===== src/rtl/svm_stage_sched.sv =====
// rtl/svm_stage_sched.sv - stage-1 SVM cascade scheduler: sequences MAC, drain, decision and result capture
//
// Sequences one classification: clear accumulators, feed NUM_OF_PIXELS pixels
// to the dot-product MACs, wait MAC_LAT cycles for the pipeline to drain,
// enable the decision accumulator for NUM_OF_SV rows, then capture the class
// and the cascade-escalation flag from the accumulated decision value.
//
// Ports:
//   clk               - clock, rising edge
//   rst               - asynchronous active-low reset
//   start             - request one classification (ignored while busy)
//   abort             - cancel the operation in progress (ignored in IDLE)
//   decision_funct_in - signed accumulated decision value
//   stall_MEM         - 1 = hold dot-product MACs (0 only while feeding pixels)
//   mac_clr           - clear MAC accumulators
//   pix_idx           - pixel index being fed
//   decision_funct_en - decision accumulator enable
//   sv_idx            - product/kernel row index
//   busy              - operation in progress (includes the done cycle)
//   done              - one-cycle completion pulse
//   y_class           - stage-1 class (1 = decision >= 0)
//   escalate          - forward to the next cascade stage (|decision| < MARGIN)
//   run_count         - completed classifications, wraps at 16 bits
//
// MAC_LAT must be at least 1.

module svm_stage_sched #(
    parameter int                 NUM_OF_PIXELS  = 784,
    parameter int                 NUM_OF_SV      = 87,
    parameter int                 MAC_LAT        = 3,
    parameter int                 DF_SIZE        = 56,
    parameter logic [DF_SIZE-1:0] MARGIN         = 56'd4096,
    // reset value of run_count; 0 in normal use
    parameter logic [15:0]        RUN_COUNT_INIT = 16'h0000
) (
    input  logic                      clk,
    input  logic                      rst,
    input  logic                      start,
    input  logic                      abort,
    input  logic signed [DF_SIZE-1:0] decision_funct_in,
    output logic                      stall_MEM,
    output logic                      mac_clr,
    output logic [9:0]                pix_idx,
    output logic                      decision_funct_en,
    output logic [6:0]                sv_idx,
    output logic                      busy,
    output logic                      done,
    output logic                      y_class,
    output logic                      escalate,
    output logic [15:0]               run_count
);

    typedef enum logic [2:0] {
        S_IDLE,
        S_CLEAR,
        S_MAC,
        S_DRAIN,
        S_DECIDE,
        S_FINISH,
        S_DONE
    } state_t;

    localparam int              DRW        = (MAC_LAT > 1) ? $clog2(MAC_LAT) : 1;
    localparam logic [9:0]      PIX_LAST   = 10'(NUM_OF_PIXELS - 1);
    localparam logic [6:0]      SV_LAST    = 7'(NUM_OF_SV - 1);
    localparam logic [DRW-1:0]  DRAIN_LAST = DRW'(MAC_LAT - 1);

    state_t           state_q;
    logic             stall_q;
    logic             mac_clr_q;
    logic [9:0]       pix_idx_q;
    logic             df_en_q;
    logic [6:0]       sv_idx_q;
    logic             busy_q;
    logic             done_q;
    logic             y_class_q;
    logic             escalate_q;
    logic [15:0]      run_count_q;
    logic [DRW-1:0]   drain_q;

    // One extra bit so that the magnitude of the most-negative input
    // (2^(DF_SIZE-1)) is representable and compares as "large", not escalate.
    logic [DF_SIZE:0] df_ext;
    logic [DF_SIZE:0] df_abs;
    logic             escalate_d;

    assign df_ext     = {decision_funct_in[DF_SIZE-1], decision_funct_in};
    assign df_abs     = df_ext[DF_SIZE] ? (~df_ext + 1'b1) : df_ext;
    assign escalate_d = (df_abs < {1'b0, MARGIN});

    always_ff @(posedge clk or negedge rst) begin
        if (!rst) begin
            state_q     <= S_IDLE;
            stall_q     <= 1'b1;
            mac_clr_q   <= 1'b0;
            pix_idx_q   <= '0;
            df_en_q     <= 1'b0;
            sv_idx_q    <= '0;
            busy_q      <= 1'b0;
            done_q      <= 1'b0;
            y_class_q   <= 1'b0;
            escalate_q  <= 1'b0;
            run_count_q <= RUN_COUNT_INIT;
            drain_q     <= '0;
        end else if (abort && (state_q != S_IDLE)) begin
            // Results and run_count are deliberately left untouched.
            state_q   <= S_IDLE;
            stall_q   <= 1'b1;
            mac_clr_q <= 1'b0;
            pix_idx_q <= '0;
            df_en_q   <= 1'b0;
            sv_idx_q  <= '0;
            busy_q    <= 1'b0;
            done_q    <= 1'b0;
            drain_q   <= '0;
        end else begin
            mac_clr_q <= 1'b0;
            done_q    <= 1'b0;
            case (state_q)
                S_IDLE: begin
                    if (start) begin
                        state_q   <= S_CLEAR;
                        mac_clr_q <= 1'b1;
                        busy_q    <= 1'b1;
                    end
                end
                S_CLEAR: begin
                    state_q   <= S_MAC;
                    stall_q   <= 1'b0;
                    pix_idx_q <= '0;
                end
                S_MAC: begin
                    if (pix_idx_q == PIX_LAST) begin
                        state_q   <= S_DRAIN;
                        stall_q   <= 1'b1;
                        pix_idx_q <= '0;
                        drain_q   <= '0;
                    end else begin
                        pix_idx_q <= pix_idx_q + 10'd1;
                    end
                end
                S_DRAIN: begin
                    if (drain_q == DRAIN_LAST) begin
                        state_q  <= S_DECIDE;
                        df_en_q  <= 1'b1;
                        sv_idx_q <= '0;
                    end else begin
                        drain_q <= drain_q + 1'b1;
                    end
                end
                S_DECIDE: begin
                    if (sv_idx_q == SV_LAST) begin
                        state_q  <= S_FINISH;
                        df_en_q  <= 1'b0;
                        sv_idx_q <= '0;
                    end else begin
                        sv_idx_q <= sv_idx_q + 7'd1;
                    end
                end
                S_FINISH: begin
                    // Decision accumulator has settled; capture results so they
                    // are valid together with the done pulse.
                    state_q     <= S_DONE;
                    y_class_q   <= ~decision_funct_in[DF_SIZE-1];
                    escalate_q  <= escalate_d;
                    done_q      <= 1'b1;
                    run_count_q <= run_count_q + 16'd1;
                end
                S_DONE: begin
                    state_q <= S_IDLE;
                    busy_q  <= 1'b0;
                end
                default: begin
                    state_q   <= S_IDLE;
                    stall_q   <= 1'b1;
                    pix_idx_q <= '0;
                    df_en_q   <= 1'b0;
                    sv_idx_q  <= '0;
                    busy_q    <= 1'b0;
                end
            endcase
        end
    end

    assign stall_MEM         = stall_q;
    assign mac_clr           = mac_clr_q;
    assign pix_idx           = pix_idx_q;
    assign decision_funct_en = df_en_q;
    assign sv_idx            = sv_idx_q;
    assign busy              = busy_q;
    assign done              = done_q;
    assign y_class           = y_class_q;
    assign escalate          = escalate_q;
    assign run_count         = run_count_q;

endmodule

===== config.mk =====
export PLATFORM = sky130hd
export DESIGN_NAME = svm_stage_sched
export DESIGN_NICKNAME = d
export VERILOG_FILES = /design/src/rtl/svm_stage_sched.sv
export SDC_FILE = /design/constraint.sdc
export NUM_CORES = 1
export LEC_CHECK = 0
export ABC_AREA = 0
export ABC_CLOCK_PERIOD_IN_PS = 2900
export CORE_MARGIN = 2
export CORE_UTILIZATION = 45
export DETAILED_ROUTE_END_ITERATION = 8
export PLACE_DENSITY = 0.75
export SLEW_MARGIN = 20
export SYNTH_ARGS = -nofsm -noshare
export SYNTH_HDL_FRONTEND = slang
export SYNTH_SLANG_ARGS = --single-unit

===== constraint.sdc =====
create_clock -name clk -period 2.9 [get_ports clk]
set_clock_uncertainty 0.1 [all_clocks]
set_input_delay 0.87 -clock clk [delete_from_list [all_inputs] [get_ports clk]]
set_output_delay 0.87 -clock clk [all_outputs]
set_load 0.1 [all_outputs]

==> run_results.csv <==
group,metric,value,unit
final_layout,regArea,0.001127,mm²
floorplan,fp-row-count,32,
global_routing,grt.overflow.total,0,
drt,postRouteAntennaNets,0,
worst_setup_path,critical-path-top-delay-family,"simple AND/OR/NAND/NOR gates",
pwr,ir_worst_vdd,0.2734,mV
timing,finalCritPeriodShare,1.066,
timing,fin_hold_ws,396.2,ps
logic_synthesis,yosysSeqAreaShare,0.3089,
global_routing,grt_pass1_vias,4741,
timing,setup_viol,1,
floorplan,pin_count,100,
worst_setup_path,path_max_fanout,5,
logic_synthesis,synth-main-ff-cell,"dfrtp_1",
global_routing,grt_max_degree,27,
logic_synthesis,synth_area,0.003650,mm²
final_layout,nNetsFinal,769,
flow_run,cap_viol_max_count,0,
clocking,cts_tree,"yes",
worst_setup_path,critPathMaxStageDelay,420,ps
clocking,clk_latency,290,ps
timing,rsz0062_at_grt,"true",
logic_synthesis,synth_cells,462,
logic_synthesis,synthTopCellsByArea,"dfrtp_1 30%, nand2_1 5.5%, nor2_1 5.3%",
logic_synthesis,synth_seq_cells,45,
floorplan,fp.dieArea,0.008847,mm²
drt,drtIter0Drc,324,
drt,viasPerCell,5.979,
logic_synthesis,synthesis.yosys.warnings,0,
timing,worst_pin_slew,546.8,ps
logic_synthesis,synth_top_area_frac,0.3017,
timing,slew_headroom,0.6355,
placed_design,place_congestion,0.9761,
clocking,cts_root_buf,"clkbuf_8",
worst_setup_path,setup.worst_path.start_class,"primary input",
clocking,clock_path_buffers,2,
clocking,path_clk_slew,90,ps
global_routing,grt_pass1_wl,23.02,mm
clocking,htree_levels,2,
worst_setup_path,crit_chain,"clkdlybuf4s15_1, nor4_4, nand3_2, buf_4, buf_6, nor4_2, buf_4, a222oi_1, nor4bb_1, nand4_1, nor4_2, a32o_1",
placed_design,hpwl,10.73,mm
logic_synthesis,yosysUniqueCellTypes,73,
logic_synthesis,postSynthAreaPerCell,7.900,µm²
final_layout,multiInputGateArea,0.002715,mm²
drt,drt-total-wl,14.32,mm
drt,vias,4825,
timing,period_minus_slack,3091,ps
worst_setup_path,cp_slowest_cell,"nor4_2",
drt,drcViolationCount,0,
worst_setup_path,path_class,"primary input to register",
floorplan,die-width,94.06,µm
logic_synthesis,synth_edf_count,0,
outcome,failed_checks,"setup timing",
clocking,numCtsBuffers,5,
logic_synthesis,synth_area_leader_cell,"dfrtp_1",
worst_setup_path,critPathArrivalTime,3170,ps
floorplan,initial_core_util,0.4675,
final_layout,areaGrowthSynthToFinish,68.50,%
logic_synthesis,synth_fp_nets,527,
final_layout,drive_gt1_frac,0.4184,
timing,hold_viol_final,0,
hold_path,holdPathStages,1,
pwr,leakagePower,2.824,nW
final_layout,layout.cells.non_filler,807,
floorplan,die_height,94.06,µm
floorplan,core-area,0.007807,mm²
worst_setup_path,worst-path-stages,12,
global_routing,antenna_found_initial,0,
pwr,pwr_density_cell,429.2,mW/mm²
final_layout,antenna_cells,0,
logic_synthesis,async_reset_ff_frac,1.000,
placed_design,dpl.cell_count,776,
worst_setup_path,cp.required,2980,ps
global_routing,grt_usage,0.3246,
worst_setup_path,crit_buf_inv,4,
drt,dr.pass1.iters,5,
drt,wire_per_inst,17.75,µm
timing,tns,-190.5,ps
timing,fmax,323.6,MHz
timing,setup_ws,-190.5,ps
clocking,numClockSinks,45,
final_layout,fill_cells,539,
outcome,status,"complete, but fails checks",
final_layout,fin_util,0.7877,
placed_design,port_buffers,99,
worst_setup_path,endpoint_kind,"register",
timing,slew_violations,0,
worst_setup_path,rr_worst_depth,9,
hold_path,hp-class,"register to register",
[what timing repair did]
item	4_1_cts	5_1_grt
resized for setup	209	25
pin swaps	45	14
buffers inserted	16	7
setup endpoints to repair	1	1
endpoints found under the hold margin	0	0
hold buffers	0	0
cloned	1	0
[sequential cells by signal, indices dropped and copies added, names as in the netlist]
register           count
escalate               1
done                   1
run_count             16
state_q                3
drain_q                2
mac_clr                1
decision_funct_en      1
busy                   1
sv_idx                 7
y_class                1
stall_MEM              1
pix_idx               10
[routing by layer]
metal	part of all wire	wire, µm	track usage
met1	0.39	5627	0.3910
met2	0.50	7158	0.5756
met3	0.063	904	0.03612
met4	0.044	633	0.1510
met5	0	0	0
[worst paths after layout]
kind                                 startpoint            end  slack (ps)
min reg2reg                       run_count[15]  run_count[15]         400
min                               run_count[15]  run_count[15]         400
min in group asynchronous                   rst   run_count[9]         450
max reg2reg                          state_q[0]  run_count[13]         500
max in group asynchronous                   rst      stall_MEM        1610
max                        decision_funct_in[0]       escalate        -190
[cell type report]
cell class | instances | area share
tap | 102 | 0.02075
clock buffer | 5 | 0.01119
multi-input combinational | 382 | 0.4415
clock inverter | 3 | 0.01058
timing repair buffer | 253 | 0.3221
inverter | 17 | 0.01058
sequential | 45 | 0.1833
[stage by stage]
| step | setup WS, ps | total power [W] | cell area (µm²) |
|---|---|---|---|
| after CTS | -43.53 | 0.002625 | 6007 |
| after detailed placement | -854.7 | 0.002060 | 5580 |
| after global routing | -292.1 | 0.002778 | 6150 |
| after floorplan | -111.6 | 0.001597 | 3672 |
| final | -190.5 | 0.002640 | 6150 |
| after global placement | -742.1 | 0.002028 | 5580 |
[Yosys cell counts (4+ instances only)]
library cell and n:
nand2_1 53, nor2_1 52, dfrtp_1 44, o21ai_0 28, nor3_1 26, nand3_1 22
nor4_1 20, a21oi_1 17, inv_1 16, nand4_1 15, clkbuf_1 14, xnor2_1 14
and3_1 12, xor2_1 9, o22ai_1 8, ha_1 5, nand2b_1 5, o311ai_0 5
o31ai_1 5, a31oi_1 4, nor2b_1 4, nor4_2 4
[kinds of logic (layout without fill, tap and decap cells)]
family,Yosys count,in the layout,synth area share
and+or+nand+nor,242,242,0.3630
muxes,4,4,0.01131
AOI/OAI and AO/OA,107,107,0.1999
xor gates and xnor gates,23,23,0.05520
DFF,45,45,0.3089
adders and majority gates,6,6,0.01988
buffers and inverters,35,278,0.04182
[where the power goes]
group / internal [W] / total, W / switching (W) / leakage (nW)
combinational: 0.000410 / 0.00128 / 0.000865 / 2.15
sequential: 0.000712 / 0.000811 / 0.0000983 / 0.609
clock: 0.000342 / 0.000554 / 0.000212 / 0.0681
[cell usage in the layout (no fill, tap or decap), drive strengths merged, types with 7 or more instances in the layout]
cell / count
nor3: 26
xnor2: 14
inv: 16
nand3: 22
a21oi: 18
nand2: 53
clkbuf: 7
o22ai: 8
o21ai: 30
nand4: 17
buf: 220
nor4: 26
xor2: 9
dlygate4sd2: 17
dfrtp: 44
and3: 12
clkdlybuf4s15: 12
nor2: 54
(Power assumes the default switching activity.)
